--- src/rtl/spi_master_pkg.sv ---
// Shared definitions for the SPI master: transmit FSM encoding, word size and
// the bit-counter masks that mark the last beat of a FIFO word.
package spi_master_pkg;

  localparam int unsigned SPI_WORD_BITS = 32;

  // Low bits of the beat counter that are all-ones on the final beat of a word
  localparam logic [4:0] StdWordMask  = 5'h1f;
  localparam logic [4:0] QuadWordMask = 5'h07;

  typedef enum logic [1:0] {
    StIdle     = 2'd0,
    StTransmit = 2'd1,
    StStall    = 2'd2
  } state_e;

  function automatic logic word_boundary(input logic [4:0] cnt_lo, input logic quad);
    logic [4:0] mask;
    mask = quad ? QuadWordMask : StdWordMask;
    return (cnt_lo & mask) == mask;
  endfunction

endpackage

--- src/rtl/spi_master_tx.sv ---
// SPI transmit shifter: drains 32-bit FIFO words onto sdo0..3, MSB first.
// Quad mode (en_quad_i) exists only when SPI_MASTER_QUAD_EN is defined.
module spi_master_tx
  import spi_master_pkg::*;
#(
  parameter int unsigned DATA_WIDTH = SPI_WORD_BITS,
  parameter int unsigned CNT_WIDTH  = 16
) (
  input  logic                  clk_i,
  input  logic                  rst_ni,
  input  logic                  clr_i,
  input  logic                  en_i,
`ifdef SPI_MASTER_QUAD_EN
  input  logic                  en_quad_i,
`endif
  input  logic                  tx_edge_i,
  input  logic [CNT_WIDTH-1:0]  counter_in_i,
  input  logic [DATA_WIDTH-1:0] data_i,
  input  logic                  data_valid_i,
  output logic                  data_ready_o,
  output logic                  sdo0_o,
  output logic                  sdo1_o,
  output logic                  sdo2_o,
  output logic                  sdo3_o,
  output logic                  clk_en_o,
  output logic                  tx_done_o
);

  state_e                state_q;
  logic [DATA_WIDTH-1:0] shift_q;
  logic [CNT_WIDTH-1:0]  bit_cnt_q;
  logic [CNT_WIDTH-1:0]  target_q;
  logic                  quad_q;
  logic                  clk_en_q;
  logic                  tx_done_q;

  logic                  quad_start;
  logic [CNT_WIDTH-1:0]  beats;
  logic                  start_ok;
  logic                  zero_len;
  logic                  start;
  logic                  at_last;
  logic                  boundary;
  logic                  reload;

`ifdef SPI_MASTER_QUAD_EN
  assign quad_start = en_quad_i;
`else
  assign quad_start = 1'b0;
`endif

  always_comb begin
    beats    = quad_start ? (counter_in_i >> 2) : counter_in_i;
    // Holding off a start while tx_done is high keeps done and ready disjoint
    start_ok = (state_q == StIdle) && en_i && !tx_done_q && !clr_i;
    zero_len = start_ok && (beats == '0);
    start    = start_ok && (beats != '0) && data_valid_i;
    at_last  = (bit_cnt_q == target_q);
    boundary = word_boundary(bit_cnt_q[4:0], quad_q);
    reload   = !clr_i && data_valid_i &&
               (((state_q == StTransmit) && tx_edge_i && !at_last && boundary) ||
                (state_q == StStall));
    data_ready_o = rst_ni && (start || reload);
  end

  always_ff @(posedge clk_i or negedge rst_ni) begin
    if (!rst_ni) begin
      state_q   <= StIdle;
      shift_q   <= '0;
      bit_cnt_q <= '0;
      target_q  <= '0;
      quad_q    <= 1'b0;
      clk_en_q  <= 1'b0;
      tx_done_q <= 1'b0;
    end else begin
      tx_done_q <= 1'b0;
      if (clr_i) begin
        state_q   <= StIdle;
        shift_q   <= '0;
        bit_cnt_q <= '0;
        clk_en_q  <= 1'b0;
      end else begin
        unique case (state_q)
          StIdle: begin
            if (zero_len) begin
              tx_done_q <= 1'b1;
            end else if (start) begin
              shift_q   <= data_i;
              bit_cnt_q <= '0;
              target_q  <= beats - CNT_WIDTH'(1);
              quad_q    <= quad_start;
              clk_en_q  <= 1'b1;
              state_q   <= StTransmit;
            end
          end
          StTransmit: begin
            if (tx_edge_i) begin
              if (at_last) begin
                // Unsent remainder of the current word is dropped
                tx_done_q <= 1'b1;
                clk_en_q  <= 1'b0;
                shift_q   <= '0;
                state_q   <= StIdle;
              end else if (boundary) begin
                if (data_valid_i) begin
                  shift_q   <= data_i;
                  bit_cnt_q <= bit_cnt_q + CNT_WIDTH'(1);
                end else begin
                  clk_en_q <= 1'b0;
                  state_q  <= StStall;
                end
              end else begin
                shift_q   <= quad_q ? (shift_q << 4) : (shift_q << 1);
                bit_cnt_q <= bit_cnt_q + CNT_WIDTH'(1);
              end
            end
          end
          StStall: begin
            if (data_valid_i) begin
              shift_q   <= data_i;
              bit_cnt_q <= bit_cnt_q + CNT_WIDTH'(1);
              clk_en_q  <= 1'b1;
              state_q   <= StTransmit;
            end
          end
          default: state_q <= StIdle;
        endcase
      end
    end
  end

  assign clk_en_o  = clk_en_q;
  assign tx_done_o = tx_done_q;
  assign sdo0_o    = quad_q ? shift_q[DATA_WIDTH-4] : shift_q[DATA_WIDTH-1];
  assign sdo1_o    = quad_q & shift_q[DATA_WIDTH-3];
  assign sdo2_o    = quad_q & shift_q[DATA_WIDTH-2];
  assign sdo3_o    = quad_q & shift_q[DATA_WIDTH-1];

endmodule

--- config.mk ---
export PLATFORM = sky130hd
export DESIGN_NAME = spi_master_tx
export DESIGN_NICKNAME = d
export VERILOG_FILES = /design/src/rtl/spi_master_pkg.sv /design/src/rtl/spi_master_tx.sv
export SDC_FILE = /design/constraint.sdc
export NUM_CORES = 1
export LEC_CHECK = 0
export BUFFER_PORTS_ARGS = -buffer_cell sky130_fd_sc_hd__buf_2
export CORE_MARGIN = 2
export CORE_UTILIZATION = 40
export CTS_CLUSTER_DIAMETER = 150
export DETAILED_ROUTE_END_ITERATION = 8
export PLACE_DENSITY_LB_ADDON = 0.08
export SETUP_SLACK_MARGIN = 0.15
export SYNTH_ARGS = -nofsm -noshare
export SYNTH_HDL_FRONTEND = slang
export SYNTH_SLANG_ARGS = --single-unit
--- constraint.sdc ---
create_clock -name clk_i -period 5.9 [get_ports clk_i]
set_clock_uncertainty 0.05 [all_clocks]
set_input_delay 1.18 -clock clk_i [delete_from_list [all_inputs] [get_ports clk_i]]
set_output_delay 1.18 -clock clk_i [all_outputs]
set_load 0.005 [all_outputs]
==> out/qor.txt, run 1 <==
post-route setup slack -> 1.857 ns
CP startpoint -> data_valid_i
Lkg Pwr -> 2.108 nW
post-DR vias/cell -> 5.735
# hold bufs at CTS -> 0
Setup crit end kind -> output pin
DRT Pass-1 Iters -> 5
DR WL met2 -> 5287 um
CP max stage delay -> 0.44 ns
CTS max path bufs -> 2
Yosys cell types -> 48
multi-input logic area -> 2591 sq um
syn avg cell area -> 8.717 sq um
number of diodes -> 0
Hold Crit Class -> reg2reg
r2r startpoint -> state_q[1]
aggregate global routing overflow -> 0
Cell Chain, Critical Path -> buf_2 > buf_4 > inv_1 > nor2_1 > nand2_1 > buf_4 > a211oi_1 > buf_2
I/O pin cnt -> 61
Die Wd -> 109.9 um
Max-slew headroom -> 0.3960
setup TNS -> 0 ns
number of global-route vias before repair -> 3,863
IO buf count -> 57
final setup fails -> 0
Tmin final -> 4.043 ns
first-pass GRT wire length -> 20,220 um
Seq/Total Area, Yosys -> 0.3790
drt wl/cell -> 17.12 um
Synth Instances -> 515
antenna violations before repair -> 0
CP max stage cell -> buf_4
Fin. Hold Viols -> 0
DRC errors left -> 0
clock latency on the worst-skew pair -> 0.34 ns
Resized cells post-CTS -> 0
Rows -> 38
Reg area -> 1702 sq um
fill count -> 1,080
H-tree depth -> 3
Critical Setup Path Class -> in2out
top cells by area, synth -> dfrtp_1 38%, mux2_2 8.8%, o21ai_0 6.8%
Power Density -> 365.0 nW/um^2
Initial DRC Count -> 183
Total Routing Usage GR -> 0.2151
CTS Sinks -> 68
met3 WL -> 482 um
Synth async-reset ratio -> 1.000
Area growth syn-to-layout -> 13.04%
Worst VDD drop -> 0.0001451 V
met1 WL -> 6041 um
clock root buffer -> clkbuf_8
pre-CTS WS -> 1.863 ns
EDFF count, synth -> 0
synthesized flop and latch total -> 68
critical path startpoint category -> input port
Yosys top cell by area -> dfrtp_1
unrepaired setup endpoints after global routing -> false
share of layout cells above drive strength 1 -> 0.2218
leading cell types in the layout, fill and taps excluded -> 71 x nand2_1, 68 x dfrtp_1, 61 x o21ai_0
post-route ant nets -> 0
setup bufs post-CTS -> 0
hold_sp -> target_q[2]
DIE AREA -> 12,090 sq um
max-slew violation count -> 0
cell area after synthesis -> 4489 sq um
DP HPWL -> 7975 um
Layout Nets -> 616
Worst-path clk slew -> 0.08 ns
CTS buffer count -> 9
CP required -> 4.67 ns
f_max -> 0.2473 GHz
top layer used by detailed routing -> met4
outcome -> finished clean
CP Max Fanout -> 40
CP Data Arrival Time -> 2.81 ns
starting density of the core -> 0.4123
GPL Wtd Cong -> 0.8055
pin count of the biggest net entering global routing -> 69
core area -> 10,890 sq um
max-cap violations -> 0
die height -> 109.9 um
synth warn -> 0
top cell type's share of synthesized area -> 0.3790
Tightest Pin Transition -> 0.9061 ns
total number of vias -> 4,009
TritonCTS clock tree -> done
Final Cycle Share -> 0.6852
commonest non-fill, non-tap cell in the layout -> nand2_1
Routed WL -> 11,970 um
Post-synth top flop -> dfrtp_1
-- final cells by class --
| class | instances | share of cell area |
|---|---|---|
| Clock buffer | 10 | 0.02515 |
| Clock inverter | 6 | 0.01750 |
| Inverter | 8 | 0.005917 |
| Multi-Input combinational cell | 400 | 0.5106 |
| Sequential cell | 68 | 0.3353 |
| Tap cell | 140 | 0.03452 |
| Timing Repair Buffer | 67 | 0.07101 |
-- cells in the mapped netlist, drive strengths merged (7+ instances only) --
master,n
nor2,28
o21ai,91
clkbuf,24
buf,17
xnor2,25
nand2,71
a21oi,13
nand3,9
inv,7
nand2b,7
a221oi,32
dfrtp,68
ha,8
mux2,35
nor3,7
-- layer usage --
| metal | GRT usage | up-vias |
|---|---|---|
| met5 | 0 | - |
| met2 | 0.3067 | 92 |
| li1 | - | 1969 |
| met4 | 0.07505 | 0 |
| met3 | 0.02905 | 16 |
| met1 | 0.3291 | 1932 |
-- registers in the layout (all words and copies together) (netlist names) --
register / cells
bit_cnt_q: 16
clk_en_o: 1
tx_done_o: 1
shift_q: 32
target_q: 16
state_q: 2
-- stage by stage --
stage | hold slack [ns] | total power, mW | instances | utilization | cell area, sq um
final | 0.4591 | 1.852 | 699 | 0.4661 | 5075
after CTS | 0.4635 | 1.867 | 699 | 0.4661 | 5075
after floorplan | 0.4175 | 1.224 | 517 | - | 4497
after detailed placement | 0.4450 | 1.433 | 683 | 0.4462 | 4858
after global placement | 0.4395 | 1.413 | 683 | 0.4462 | 4858
after global routing | 0.4842 | 2.000 | 699 | 0.4661 | 5075
-- final timing paths --
path                            slack (ns)           end  cells past startpoint
min in group asynchronous             1.03  target_q[13]                      2
worst min-delay path                  0.46   target_q[2]                      2
worst min register to register        0.46   target_q[2]                      2
max in group asynchronous             4.17  bit_cnt_q[2]                      2
worst max-delay path                  1.86  data_ready_o                      8
worst max register to register        2.78  bit_cnt_q[6]                      9
-- kinds of logic after synthesis --
logic type	count (synthesis)	synth area share
mux	36	0.09002
xor+xnor	30	0.05853
fa+ha+maj	8	0.02230
other cells	1	0.0008353
compound gates	175	0.2486
flops	68	0.3790
buf+inv	49	0.04710
simple gates	148	0.1536
-- worst max-delay path, delay by kind of cell --
kind | cells | cell delay [ns]
compound gates | 1 | 0.22
buf+inv | 5 | 1.15
simple gates | 2 | 0.22
-- power breakdown --
group / internal, mW / switching [mW] / total [mW]
logic: 0.287 / 0.418 / 0.705
registers: 0.600 / 0.117 / 0.717
clock network: 0.238 / 0.192 / 0.430
total: 1.12 / 0.728 / 1.85
Note: power is estimated with default switching activity, not from simulation.
==> run 2: changes to the inputs <==
clock period = 3.6 ns   (was 5.9 ns; I/O delays follow)
==> run 2 against run 1 <==
Net effect:
- count of clock-buffer cells in the layout grew 4
- die area stayed put
- first-iteration DRC count decreased by 4.4%
- global-route usage is 0.16 points lower
- critical path type is now reg2out
- largest cell class unchanged
==> out/qor.txt, run 2 (synthesized netlist as in run 1, its figures left out) <==
outcome -> finished clean
# hold bufs at CTS -> 0
CP Data Arrival Time -> 2.34 ns
critical path startpoint category -> flop
met2 Use GR -> 0.3032
Rows -> 38
I/O pin cnt -> 61
aggregate global routing overflow -> 0
number of diodes -> 0
Tmin final -> 3.107 ns
post-route ant nets -> 0
CTS Sinks -> 68
TritonCTS clock tree -> done
starting density of the core -> 0.4123
commonest non-fill, non-tap cell in the layout -> nand2_1
fill count -> 1,075
CTS max path bufs -> 2
DRT Pass-1 Iters -> 4
GR Util met3 -> 0.03734
Post-DP Area -> 4866 sq um
multi-input logic area -> 2591 sq um
Max-slew headroom -> 0.4085
total number of vias -> 3,928
max-slew violation count -> 0
number of global-route vias before repair -> 3,872
met1 Usage GRT -> 0.3156
die height -> 109.9 um
Lkg Pwr -> 2.094 nW
final setup fails -> 0
clock root buffer -> clkbuf_8
Layout Nets -> 617
Worst-path clk slew -> 0.07 ns
Resized cells post-CTS -> 0
drt wl/cell -> 16.78 um
DRC errors left -> 0
Total Routing Usage GR -> 0.2135
antenna violations before repair -> 0
Tightest Pin Transition -> 0.8872 ns
DIE AREA -> 12,090 sq um
setup TNS -> 0 ns
max-cap violations -> 0
Worst VDD drop -> 0.0002575 V
clock latency on the worst-skew pair -> 0.36 ns
CP required -> 2.83 ns
IO buf count -> 57
Initial DRC Count -> 175
post-route cell area -> 5029 sq um
Fin. Hold Viols -> 0
share of layout cells above drive strength 1 -> 0.2179
Die Wd -> 109.9 um
Regs by FF count -> shift_q (32), bit_cnt_q (16), target_q (16)
GPL Wtd Cong -> 0.7710
Hold Crit Class -> reg2reg
H-tree depth -> 3
pin count of the biggest net entering global routing -> 69
core area -> 10,890 sq um
Critical Setup Path Class -> reg2out
first-pass GRT wire length -> 19,780 um
Largest register FFs -> 32
Power Density -> 575.4 nW/um^2
Final Cycle Share -> 0.8631
f_max -> 0.3219 GHz
Util after Layout -> 0.4618
Setup crit end kind -> output pin
Routed WL -> 11,750 um
Area growth syn-to-layout -> 12.01%
setup bufs post-CTS -> 0
unrepaired setup endpoints after global routing -> false
post-route setup slack -> 0.4930 ns
DP HPWL -> 7868 um
pre-CTS WS -> 0.8217 ns
Reg area -> 1702 sq um
post-DR vias/cell -> 5.611
total power -> 2.894 mW
CTS buffer count -> 9
Most Used Layer, Global Route -> met1
CP Max Fanout -> 8
leading cell types in the layout, fill and taps excluded -> 71 x nand2_1, 68 x dfrtp_1, 61 x o21ai_0
Largest Register -> shift_q
-- run 2: worst max-delay path: stages, from the launching register on --
cell      delay, ns
dfrtp_1        0.50
ha_1           0.29
and3_1         0.18
ha_1           0.25
nand2_1        0.11
nor2_1         0.11
a21oi_1        0.07
a211oi_1       0.30
buf_2          0.17
-- run 2: per-layer routing --
metal	up-vias	share of wire
met5	-	0
met3	15	0.043
met2	80	0.43
li1	1965	-
met4	0	0.019
met1	1868	0.51
-- run 2: worst paths after layout --
kind / end / slack (ns) / start / cells past startpoint
min: target_q[9] / 0.45 / target_q[9] / 2
max: data_ready_o / 0.49 / bit_cnt_q[1] / 8
max reg2reg: bit_cnt_q[10] / 0.97 / bit_cnt_q[0] / 7
max in group asynchronous: shift_q[22] / 2.36 / rst_ni / 2
min in group asynchronous: target_q[11] / 0.54 / rst_ni / 2
min reg2reg: target_q[9] / 0.45 / target_q[9] / 2
-- run 2: stage by stage --
stage / cells / hold WS, ns
4_1_cts: 700 / 0.4617
5_1_grt: 700 / 0.4946
3_3_place_gp: 684 / 0.4369
2_1_floorplan: 517 / 0.3744
6_report: 700 / 0.4527
3_5_place_dp: 684 / 0.4456
-- run 2: layout make-up --
class,count,area share
clock inverters,2,0.001991
repair buffers,68,0.07315
clock buffers,14,0.03036
well taps,140,0.03483
flip-flops and latches,68,0.3384
inverters,8,0.005972
multi-input cells,400,0.5153
-- run 2: power by group --
part | switching (mW) | internal, mW | leakage, nW | total [mW]
sequential | 0.192 | 0.984 | 0.909 | 1.18
combinational | 0.681 | 0.472 | 1.10 | 1.15
clock | 0.296 | 0.268 | 0.0844 | 0.564
total | 1.17 | 1.72 | 2.09 | 2.89
==> run 3: changes to the inputs <==
BUFFER_PORTS_ARGS = -buffer_cell sky130_fd_sc_hd__clkbuf_2   (was -buffer_cell sky130_fd_sc_hd__buf_2)
SKIP_CTS_REPAIR_TIMING = 1   (was default)
==> run 3 against run 2 <==
Net effect:
- cell area is essentially flat
- sequential power barely moved
- flip-flop and latch count stayed put
- total power about the same
- critical path type unchanged
- global-route usage about the same
- combinational power hardly changed
- utilization barely moved
- largest power group unchanged
- hold slack improved by 0.0069 ns
- clock power shrank 3%
- register-to-register slack got worse by 0.07 ns
- critical path depth is the same
==> out/qor.txt, run 3 (synthesized netlist as in run 1, its figures left out) <==
CTS Sinks -> 68
IO buf count -> 57
max-cap violations -> 0
number of diodes -> 0
Layout Nets -> 618
unrepaired setup endpoints after global routing -> false
Routed WL -> 11,870 um
Worst VDD drop -> 0.0002409 V
pin count of the biggest net entering global routing -> 69
post-DR vias/cell -> 5.674
outcome -> finished clean
Worst-path clk slew -> 0.07 ns
clock root buffer -> clkbuf_8
core area -> 10,890 sq um
DP HPWL -> 8075 um
final setup fails -> 0
DRT Pass-1 Iters -> 4
Initial DRC Count -> 249
Tmin final -> 3.176 ns
drt wl/cell -> 16.98 um
max-slew violation count -> 0
Util after Layout -> 0.4620
TritonCTS clock tree -> done
Max-slew headroom -> 0.4051
Die Wd -> 109.9 um
H-tree depth -> 3
Power Density -> 574.8 nW/um^2
Rows -> 38
Final Cycle Share -> 0.8823
critical path startpoint category -> flop
setup TNS -> 0 ns
Regs by FF count -> shift_q (32), bit_cnt_q (16), target_q (16)
f_max -> 0.3148 GHz
die height -> 109.9 um
Post-DP Area -> 4873 sq um
CP Max Fanout -> 8
leading cell types in the layout, fill and taps excluded -> 71 x nand2_1, 68 x dfrtp_1, 61 x o21ai_0
DR WL met2 -> 5163 um
aggregate global routing overflow -> 0
clock latency on the worst-skew pair -> 0.36 ns
Hold Crit Class -> reg2reg
top layer used by detailed routing -> met4
Largest register FFs -> 32
CTS buffer count -> 9
Largest Register -> shift_q
first-pass GRT wire length -> 19,910 um
Area growth syn-to-layout -> 12.04%
total number of vias -> 3,966
GPL Wtd Cong -> 0.8024
Critical Setup Path Class -> reg2out
I/O pin cnt -> 61
post-route cell area -> 5030 sq um
met1 WL -> 5957 um
Setup crit end kind -> output pin
antenna violations before repair -> 0
Tightest Pin Transition -> 0.8923 ns
met3 WL -> 552 um
post-route ant nets -> 0
starting density of the core -> 0.4123
fill count -> 1,087
DIE AREA -> 12,090 sq um
number of global-route vias before repair -> 3,958
commonest non-fill, non-tap cell in the layout -> nand2_1
Total Routing Usage GR -> 0.2137
Fin. Hold Viols -> 0
Lkg Pwr -> 2.109 nW
DRC errors left -> 0
share of layout cells above drive strength 1 -> 0.2218
CP Data Arrival Time -> 2.41 ns
CP required -> 2.83 ns
CTS max path bufs -> 2
-- run 3: changes by cell type in the layout (fill, tap and decap cells not counted), sizes merged --
| cell | delta |
|---|---|
| clkinv | +1 |
| buf | -55 |
| clkbuf | +53 |
-- run 3: metal layers --
metal	global-route usage	vias up
met3	0.03260	14
li1	-	1962
met5	0	-
met4	0.08590	0
met2	0.3089	103
met1	0.3164	1887
-- run 3: worst max-delay path: stages, from the launching register on --
cell and delay [ns]:
dfrtp_1 0.51, ha_1 0.29, and3_1 0.18, ha_1 0.25, nand2_1 0.12, nor2_1 0.13
a21oi_1 0.07, a211oi_1 0.32, clkbuf_2 0.17
-- run 3: stage by stage --
stage | instances | power, mW | hold WS (ns) | setup WS (ns)
2_1_floorplan | 517 | 2.007 | 0.3744 | 1.119
3_3_place_gp | 685 | 2.340 | 0.4397 | 0.8409
3_5_place_dp | 685 | 2.363 | 0.4499 | 0.7885
4_1_cts | 699 | 2.922 | 0.4669 | 0.3760
5_1_grt | 699 | 3.125 | 0.4920 | 0.1965
6_report | 699 | 2.891 | 0.4596 | 0.4235
-- run 3: final cells by class --
class | instances | area [sq um] | area share
repair buffers | 69 | 375.4 | 0.07463
well taps | 140 | 175.2 | 0.03483
flip-flops and latches | 68 | 1702 | 0.3383
clock inverters | 3 | 15.01 | 0.002985
inverters | 8 | 30.03 | 0.005970
multi-input cells | 400 | 2591 | 0.5152
clock buffers | 11 | 141.4 | 0.02811
-- run 3: where the power goes --
| group | switching (mW) | internal (mW) | total (mW) |
|---|---|---|---|
| registers | 0.192 | 0.984 | 1.18 |
| logic | 0.688 | 0.479 | 1.17 |
| clock network | 0.290 | 0.258 | 0.548 |
-- run 3: final timing paths --
kind	startpoint	end	slack (ns)	cells after the start
max	bit_cnt_q[0]	data_ready_o	0.42	8
min	target_q[15]	target_q[15]	0.46	2
max reg2reg	bit_cnt_q[0]	shift_q[8]	0.90	8
min reg2reg	target_q[15]	target_q[15]	0.46	2
max in group asynchronous	rst_ni	shift_q[7]	2.36	2
min in group asynchronous	rst_ni	target_q[13]	0.56	2
